<file path="config.mk">
export PLATFORM = sky130hd
export DESIGN_NAME = conv_transpose2d
export DESIGN_NICKNAME = d
export VERILOG_FILES = /design/src/rtl/conv_transpose2d.sv
export SDC_FILE = /design/constraint.sdc
export NUM_CORES = 1
export LEC_CHECK = 0
export BUFFER_PORTS_ARGS = -buffer_cell sky130_fd_sc_hd__buf_2
export CAP_MARGIN = 10
export CORE_MARGIN = 1
export CORE_UTILIZATION = 50
export DETAILED_ROUTE_END_ITERATION = 8
export GPL_TIMING_DRIVEN = 0
export PLACE_DENSITY_LB_ADDON = 0.1
export SETUP_SLACK_MARGIN = 0.2
export SKIP_LAST_GASP = 1
export SLEW_MARGIN = 20
export SYNTH_ARGS = -nofsm -noshare
export SYNTH_HDL_FRONTEND = slang
export SYNTH_SLANG_ARGS = --single-unit
</file>
<file path="constraint.sdc">
create_clock -name clk -period 10.3 [get_ports clk]
set_input_delay 2.06 -clock clk [delete_from_list [all_inputs] [get_ports clk]]
set_output_delay 2.06 -clock clk [all_outputs]
set_load 0.02 [all_outputs]
</file>
<file path="src/rtl/conv_transpose2d.sv">
// Transposed 2-D convolution (learned upsampling) over a CHW int8 feature map.
// Each output pixel gathers its contributing input taps from an external
// single-port input memory, one MAC per tap, then writes a saturated int8
// result to an external output memory.
module conv_transpose2d #(
    parameter int IN_CHANNELS    = 2,
    parameter int OUT_CHANNELS   = 2,
    parameter int IN_HEIGHT      = 4,
    parameter int IN_WIDTH       = 4,
    parameter int KERNEL_SIZE    = 3,
    parameter int STRIDE         = 2,
    parameter int PADDING        = 1,
    parameter int OUTPUT_PADDING = 1,
    parameter int DATA_WIDTH     = 8,
    parameter int ADDR_WIDTH     = 8,
    parameter int ACC_WIDTH      = 20
) (
    input  logic                         clk,
    input  logic                         rst,
    input  logic                         start,
    output logic                         done,
    output logic                         valid,
    output logic [ADDR_WIDTH-1:0]        input_addr,
    output logic                         input_en,
    input  logic signed [DATA_WIDTH-1:0] input_data,
    output logic [ADDR_WIDTH-1:0]        output_addr,
    output logic signed [DATA_WIDTH-1:0] output_data,
    output logic                         output_we,
    output logic                         output_en
);
    localparam int OUT_H = (IN_HEIGHT - 1) * STRIDE - 2 * PADDING + KERNEL_SIZE + OUTPUT_PADDING;
    localparam int OUT_W = (IN_WIDTH - 1) * STRIDE - 2 * PADDING + KERNEL_SIZE + OUTPUT_PADDING;
    localparam int IC_W  = (IN_CHANNELS  > 1) ? $clog2(IN_CHANNELS)  : 1;
    localparam int OC_W  = (OUT_CHANNELS > 1) ? $clog2(OUT_CHANNELS) : 1;
    localparam int K_W   = (KERNEL_SIZE  > 1) ? $clog2(KERNEL_SIZE)  : 1;
    localparam int OY_W  = (OUT_H > 1) ? $clog2(OUT_H) : 1;
    localparam int OX_W  = (OUT_W > 1) ? $clog2(OUT_W) : 1;
    localparam int PW    = 2 * DATA_WIDTH;

    localparam logic signed [ACC_WIDTH-1:0] SAT_HI = ACC_WIDTH'((1 << (DATA_WIDTH - 1)) - 1);
    localparam logic signed [ACC_WIDTH-1:0] SAT_LO = ~SAT_HI;

    typedef enum logic [2:0] {
        S_IDLE, S_INIT, S_ISSUE, S_ACC, S_STORE, S_WRITE, S_DONE
    } state_t;

    state_t                       state_reg;
    logic [OC_W-1:0]              oc_reg;
    logic [OY_W-1:0]              oy_reg;
    logic [OX_W-1:0]              ox_reg;
    logic [IC_W-1:0]              ic_reg;
    logic [K_W-1:0]               ky_reg;
    logic [K_W-1:0]               kx_reg;
    logic signed [ACC_WIDTH-1:0]  acc_reg;
    logic                         tap_valid_reg;

    logic signed [DATA_WIDTH-1:0] weights [IN_CHANNELS][OUT_CHANNELS][KERNEL_SIZE][KERNEL_SIZE];
    logic signed [DATA_WIDTH-1:0] bias [OUT_CHANNELS];

    logic [IC_W-1:0]              ic_next;
    logic [K_W-1:0]               ky_next;
    logic [K_W-1:0]               kx_next;
    logic                         last_tap;
    logic [IC_W-1:0]              ic_sel;
    logic [K_W-1:0]               ky_sel;
    logic [K_W-1:0]               kx_sel;
    logic                         tap_valid;
    logic [ADDR_WIDTH-1:0]        tap_addr;
    logic [ADDR_WIDTH-1:0]        out_addr;
    logic signed [PW-1:0]         prod;
    logic signed [ACC_WIDTH-1:0]  tap_term;
    logic signed [ACC_WIDTH-1:0]  bias_ext;
    logic                         last_out;
    int                           ny;
    int                           nx;

    // Coefficient store: fixed at +1 weights and zero bias after reset.
    always_ff @(posedge clk) begin
        if (rst) begin
            for (int a = 0; a < IN_CHANNELS; a++)
                for (int b = 0; b < OUT_CHANNELS; b++)
                    for (int y = 0; y < KERNEL_SIZE; y++)
                        for (int x = 0; x < KERNEL_SIZE; x++)
                            weights[a][b][y][x] <= DATA_WIDTH'(1);
            for (int b = 0; b < OUT_CHANNELS; b++)
                bias[b] <= '0;
        end
    end

    // Next tap indices (kx fastest, then ky, then ic) and the last-tap flag.
    always_comb begin
        kx_next  = kx_reg + 1'b1;
        ky_next  = ky_reg;
        ic_next  = ic_reg;
        last_tap = 1'b0;
        if (int'(kx_reg) == KERNEL_SIZE - 1) begin
            kx_next = '0;
            if (int'(ky_reg) == KERNEL_SIZE - 1) begin
                ky_next = '0;
                if (int'(ic_reg) == IN_CHANNELS - 1) begin
                    ic_next  = '0;
                    last_tap = 1'b1;
                end else begin
                    ic_next = ic_reg + 1'b1;
                end
            end else begin
                ky_next = ky_reg + 1'b1;
            end
        end
    end

    // Tap about to be issued: the first tap from INIT, otherwise the following one.
    // The read is launched on entry to ISSUE so data returns during ACC.
    always_comb begin
        ic_sel    = (state_reg == S_INIT) ? '0 : ic_next;
        ky_sel    = (state_reg == S_INIT) ? '0 : ky_next;
        kx_sel    = (state_reg == S_INIT) ? '0 : kx_next;
        ny        = int'(oy_reg) + PADDING - int'(ky_sel);
        nx        = int'(ox_reg) + PADDING - int'(kx_sel);
        tap_valid = (ny >= 0) && (ny % STRIDE == 0) && (ny / STRIDE < IN_HEIGHT) &&
                    (nx >= 0) && (nx % STRIDE == 0) && (nx / STRIDE < IN_WIDTH);
        tap_addr  = '0;
        if (tap_valid)
            tap_addr = ADDR_WIDTH'(int'(ic_sel) * IN_HEIGHT * IN_WIDTH +
                                   (ny / STRIDE) * IN_WIDTH + (nx / STRIDE));
    end

    // MAC datapath terms and output addressing.
    always_comb begin
        prod     = input_data * weights[ic_reg][oc_reg][ky_reg][kx_reg];
        tap_term = tap_valid_reg ? {{(ACC_WIDTH - PW){prod[PW-1]}}, prod} : '0;
        bias_ext = {{(ACC_WIDTH - DATA_WIDTH){bias[oc_reg][DATA_WIDTH-1]}}, bias[oc_reg]};
        out_addr = ADDR_WIDTH'(int'(oc_reg) * OUT_H * OUT_W + int'(oy_reg) * OUT_W + int'(ox_reg));
        last_out = (int'(ox_reg) == OUT_W - 1) && (int'(oy_reg) == OUT_H - 1) &&
                   (int'(oc_reg) == OUT_CHANNELS - 1);
    end

    // Control FSM with registered memory-master and handshake outputs.
    always_ff @(posedge clk) begin
        if (rst) begin
            state_reg     <= S_IDLE;
            oc_reg        <= '0;
            oy_reg        <= '0;
            ox_reg        <= '0;
            ic_reg        <= '0;
            ky_reg        <= '0;
            kx_reg        <= '0;
            acc_reg       <= '0;
            tap_valid_reg <= 1'b0;
            done          <= 1'b0;
            valid         <= 1'b0;
            input_addr    <= '0;
            input_en      <= 1'b0;
            output_addr   <= '0;
            output_data   <= '0;
            output_we     <= 1'b0;
            output_en     <= 1'b0;
        end else begin
            case (state_reg)
                S_IDLE: begin
                    if (start) begin
                        oc_reg    <= '0;
                        oy_reg    <= '0;
                        ox_reg    <= '0;
                        state_reg <= S_INIT;
                    end
                end
                S_INIT: begin
                    acc_reg       <= bias_ext;
                    ic_reg        <= '0;
                    ky_reg        <= '0;
                    kx_reg        <= '0;
                    input_en      <= tap_valid;
                    tap_valid_reg <= tap_valid;
                    if (tap_valid)
                        input_addr <= tap_addr;
                    state_reg     <= S_ISSUE;
                end
                S_ISSUE: begin
                    input_en  <= 1'b0;
                    state_reg <= S_ACC;
                end
                S_ACC: begin
                    acc_reg <= acc_reg + tap_term;
                    if (last_tap) begin
                        state_reg <= S_STORE;
                    end else begin
                        ic_reg        <= ic_next;
                        ky_reg        <= ky_next;
                        kx_reg        <= kx_next;
                        input_en      <= tap_valid;
                        tap_valid_reg <= tap_valid;
                        if (tap_valid)
                            input_addr <= tap_addr;
                        state_reg     <= S_ISSUE;
                    end
                end
                S_STORE: begin
                    if (acc_reg > SAT_HI)
                        output_data <= {1'b0, {(DATA_WIDTH - 1){1'b1}}};
                    else if (acc_reg < SAT_LO)
                        output_data <= {1'b1, {(DATA_WIDTH - 1){1'b0}}};
                    else
                        output_data <= acc_reg[DATA_WIDTH-1:0];
                    output_addr <= out_addr;
                    output_we   <= 1'b1;
                    output_en   <= 1'b1;
                    state_reg   <= S_WRITE;
                end
                S_WRITE: begin
                    output_we <= 1'b0;
                    output_en <= 1'b0;
                    if (last_out) begin
                        done      <= 1'b1;
                        valid     <= 1'b1;
                        state_reg <= S_DONE;
                    end else begin
                        state_reg <= S_INIT;
                        if (int'(ox_reg) == OUT_W - 1) begin
                            ox_reg <= '0;
                            if (int'(oy_reg) == OUT_H - 1) begin
                                oy_reg <= '0;
                                oc_reg <= oc_reg + 1'b1;
                            end else begin
                                oy_reg <= oy_reg + 1'b1;
                            end
                        end else begin
                            ox_reg <= ox_reg + 1'b1;
                        end
                    end
                end
                S_DONE: begin
                    if (!start) begin
                        done      <= 1'b0;
                        valid     <= 1'b0;
                        state_reg <= S_IDLE;
                    end
                end
                default: state_reg <= S_IDLE;
            endcase
        end
    end
endmodule

</file>
Word-level counts from Yosys, hierarchy flattened. Index checks and enable logic that the tools add are counted.

Register bits after elaboration: 63. Input bits: 11. Output and inout port bits: 29. Word-level logic and storage cells: 145.

$add $sub $neg: 17. Multiply operators: 1. Magnitude comparators: 9. Equality and inequality tests: 17. Multiplexer cells: 59. Bitwise operators: 5. Reduce and logical (&&, ||, !) cells: 22.

Operator list (count): 72-bit two-way mux (3); 32-bit by 1-bit adder with 32-bit output (2); 32-bit logical NOT (2); 32-bit by 4-bit less-than comparator with 1-bit output, second input constant (2); 24-bit binary-select mux with 2-bit select (1); 24-bit two-way mux (2); 8-bit two-way mux (6); 20-bit one-hot mux with 2 select lines (1); 3-bit two-way mux (10); 3-bit one-hot mux with 7 select lines (1); 20-bit adder (1); 20-bit by 8-bit > comparator with 1-bit output, second input constant (1); 20-bit by 8-bit less-than comparator with 1-bit output, second input constant (1); 20-bit two-way mux (1); 8-bit binary-select mux with 2-bit select (1); 8-bit by 8-bit multiplier with 16-bit output (1); 8-bit one-hot mux with 2 select lines (1); 1-bit two-way mux (15); 2-bit two-way mux (7); 2-bit inequality test, second input constant (7); 3-bit one-hot mux with 2 select lines (2); 5-bit by 1-bit greater-or-equal comparator with 1-bit output, second input constant (2); 1-bit one-hot mux with 2 select lines (5); 4-bit by 2-bit subtractor with 5-bit output (2); 27 further kinds (53).

Longest topological paths before layout.
Depth after elaboration: 15. Mapped depth: 21. Mapped depth without buffers: 20.

Least setup slack after synthesis. Ideal clock, no wire load.

Kind: input -> register. Start point: input input_data[7]. End point: register acc_reg[19]. Setup time: 0.131 ns. Arrival: 4.283 ns. Data required time: 10.169 ns. Path slack: 5.886 ns. Cell stages on the path: 10. Path buffers: 1. Path through: nand3_2 -> inv_1 -> ha_1 -> buf_4 -> a21oi_2 -> o22ai_1 -> o41ai_1 -> mux2_2 -> o41ai_2 -> o41ai_1.

Longest elaborated chain between the ends: 4.

Ends and longest elaborated chain: from (decl) (RTL line 25) `input logic signed [DATA_WIDTH-1:0] input_data,`; 8-bit by 8-bit multiplier with 16-bit output (RTL line 130) `prod = input_data * weights[ic_reg][oc_reg][ky_reg][kx_reg];`; 20-bit two-way mux (RTL line 131) `tap_term = tap_valid_reg ? {{(ACC_WIDTH - PW){prod[PW-1]}}, prod} : '0;`; 20-bit adder (RTL line 184) `acc_reg <= acc_reg + tap_term;`; 20-bit one-hot mux with 2 select lines (RTL line 159) `case (state_reg)`; to (signal assigned) (RTL line 169) `acc_reg <= bias_ext;`; to (signal assigned) (RTL line 184); to (decl) (RTL line 54) `logic signed [ACC_WIDTH-1:0] acc_reg;`.

Every way passes these cells. A chain may end at the register's enable or synchronous reset.

Worst setup path in the final report.
Start point: register state_reg[1]. End point: register input_addr[7].

Longest elaborated chain between the ends: 13. Elaborated cells on any way between the ends: 30. Those cells by class: 6 x add/sub; 4 x order compare; 3 x eq/ne; 6 x mux; 2 x bitwise; 9 x reduce/logical.

Ends and longest elaborated chain: from (decl) (RTL line 47) `state_t state_reg;`; from (signal assigned) (RTL line 141) `state_reg <= S_IDLE;`; from (signal assigned) (RTL line 165) `state_reg <= S_INIT;`; from (signal assigned) (RTL line 177) `state_reg <= S_ISSUE;`; parallel branches: the longest is 13 deep, another holds 32-bit by 1-bit adder with 32-bit output; to (signal assigned) (RTL line 176) `input_addr <= tap_addr;`; to (signal assigned) (RTL line 194) `input_addr <= tap_addr;`; to (decl) (RTL line 23) `output logic [ADDR_WIDTH-1:0] input_addr,`.

Parallel ways; which one is timed is not known. The select of a mux whose other input is x is not followed.

==> out/qor.yml <==
fin_skew_ns: 0.00727
postCtsSetupBuffers: 0
synth_largest_area_cell: "dfxtp_1"
grt_pass1_vias: 3693
ctsHoldBuffers: 0
vias: 4045
netlist_area_mm2: 0.00446
status: "completed"
worst_pin_slew_ns: 0.832
max_cap_violations: 0
worstPathRequired_ns: 10.57
area_delta_synth_final_pct: 11.8
largest_reg_flops: 20
path_common_cell: "ha_1"
root_buffer: "clkbuf_8"
cp_slowest_cell: "fa_1"
drc: 0
totalPowerFinal_mw: 0.500
cts_repair_resize_count: 0
cp_slowest_stage_delay_ns: 0.50
max_freq_mhz: 196
gp_congestion: 0.888
p_per_area_mw_per_mm2: 100
crit_type: "reg2reg"
drt-pass1-iter-count: 5
synth_edf_count: 0
grt_start_max_net_pins: 13
yosysTopAreaCellShare_pct: 27.8
synth_cell_types: 69
grt_use_total_pct: 24.7
path_clk_slew_ns: 0.08
drt-vias-per-instance: 5.80
start_util_pct: 51.4
ys_seq_area_share_pct: 27.8
cts_buffers: 9
leakage_nw: 2.27
die_area_mm2: 0.00929
min_to: "output_data[3]"
worstReg2RegEnd: "input_addr[7]"
antennaDiodeCount: 0
netlist_top_cells_area: "dfxtp_1 (28%), ha_1 (15%), nand2_1 (5.8%)"
syn_avg_cell_area_um2: 8.30
wl_per_cell_um: 15.4
core_mm2: 0.00868
worstPathArrival_ns: 5.37
hold_ws_ns: 0.450
drt_iter0_drc: 219
drive_gt1_share_pct: 15.1
grt_overflow: 0
grt_pass1_wl_mm: 17.5
htreeDepth: 3
layout_commonest_cell: "nand2_1"
timing.rr.start: "state_reg[1]"
hp-start: "output_data[3]"
synthCells: 537
async_flop_share_pct: 0
setup_viol_count_final: 0
crit_family: "adder cells"
cts_tree: "done"
dpl_cell_area_mm2: 0.00478
clkSinkCount: 62
ios: 40
wirelength_mm: 10.7
peakVddDrop_uv: 76.0
regToRegSetupSlack_ns: 5.20
finalSetupTns_ns: 0
post-dp-hpwl_mm: 8.19
period_minus_slack_ns: 5.10
layout_common_cells: "nand2_1 (69), dfxtp_1 (62), ha_1 (54), a21oi_1 (48), buf_2 (41)"
fp.dieH_um: 96.4
whs_path_depth: 2
die_w_um: 96.4
ys.flop_type: "dfxtp_1"
cp-start-kind: "flip-flop"
min_period_over_period_pct: 49.5
ys_seq_elements: 62
antenna_found_initial: 0
yosys_warnings: 0
port_buffers: 37
path_cells: "buf_2 > clkbuf_1 > nor2_1 > nor3b_1 > ha_1 > ha_1 > a21boi_2 > and2_1 > ha_1 > ha_1 > nand3_1 > ha_1 > fa_1 > inv_1 > fa_1 > a21o_1 > a21oi_1 > xnor2_1 > a211oi_2"
rsz0062_at_grt: "false"
fin_nets: 655
final_hold_viol_count: 0
syn_nets: 607
final_area_mm2: 0.00498
cts_max_path_buffers: 2
clk_latency_ns: 0.35
cp_max_fo: 10
postLayoutCoreUtil_pct: 57.4
ant_nets: 0
path_buf_inv: 3
slew_violations: 0
ff2ff_path_depth: 19
cp-end-kind: "flip-flop"
hp-class: "reg2reg"
rows: 34
max-slew-margin-rel_pct: 44.4
-- cells by family after synthesis --
group	after synthesis	share of synthesized area, %
simple gates	196	22.4
mux	8	1.85
buf+inv	48	4.97
xor+xnor	20	3.93
other cells	1	0.0841
compound gates	143	21.5
fa+ha+maj	59	17.4
flops	62	27.8
-- metrics by stage --
stage / setup WS, ns / cells
6_report: 5.20 / 698
5_1_grt: 4.72 / 698
4_1_cts: 5.17 / 698
3_5_place_dp: 5.19 / 682
3_3_place_gp: 5.29 / 682
2_1_floorplan: 5.89 / 537
-- cells in the mapped netlist (3+ instances only) --
cell type,n
nand2_1,69
dfxtp_1,62
ha_1,54
a21oi_1,48
nor2_1,35
o21ai_0,29
inv_1,21
clkbuf_1,14
nand3_1,13
nand4_1,13
xnor2_1,13
and3_1,11
a21o_1,9
nor3_1,9
a22oi_1,8
xor2_1,7
a31oi_1,6
mux2i_1,6
or3_1,6
and2_1,5
buf_4,5
fa_1,5
nand2b_1,5
nor2b_1,5
o211ai_1,5
o21a_1,5
buf_2,4
nor4_1,4
a211oi_1,3
a21oi_2,3
o21bai_1,3
-- routing by layer --
layer	global-route usage [%]	share of wire, %	up-vias	wire length (µm)
li1	-	-	2041	-
met1	32.7	48	1916	5110
met2	40.8	47	76	5050
met3	4.46	4.3	12	462
met4	7.72	1.1	0	119
met5	0	0	-	0
-- where the power goes --
part	total [mW]	leakage [nW]	internal, mW	switching [mW]
registers	0.241	0.500	0.240	0.000728
clock network	0.229	0.0951	0.120	0.109
logic	0.0300	1.67	0.00902	0.0210
total	0.500	2.27	0.369	0.131
-- worst reg2reg max path, cell delays in order (launching register included) --
cell and delay [ns]:
dfxtp_1 0.31, buf_2 0.19, clkbuf_1 0.39, nor2_1 0.17, nor3b_1 0.34, ha_1 0.29, ha_1 0.16, a21boi_2 0.39
and2_1 0.20, ha_1 0.20, ha_1 0.20, nand3_1 0.13, ha_1 0.36, fa_1 0.50, inv_1 0.07, fa_1 0.46
a21o_1 0.17, a21oi_1 0.17, xnor2_1 0.11, a211oi_2 0.22
-- how the worst max path moves through the flow --
stage	to	depth (start not counted)	slack [ns]	startpoint
2_1_floorplan	acc_reg[19]	10	5.89	input_data[7]
3_3_place_gp	acc_reg[19]	11	5.29	input_data[7]
3_5_place_dp	input_addr[7]	19	5.19	state_reg[1]
4_1_cts	input_addr[7]	19	5.17	state_reg[1]
5_1_grt	input_addr[7]	19	4.72	state_reg[1]
6_report	input_addr[7]	19	5.20	state_reg[1]
-- layout make-up --
cell class,instances,area [µm²]
Buffer,27,143
Clock buffer,10,138
Clock inverter,6,70.1
Fill cell,819,3690
Inverter,21,78.8
Multi-Input combinational cell,427,2990
Sequential cell,62,1240
Tap cell,108,135
Timing Repair Buffer,37,185
(Power assumes the default switching activity.)
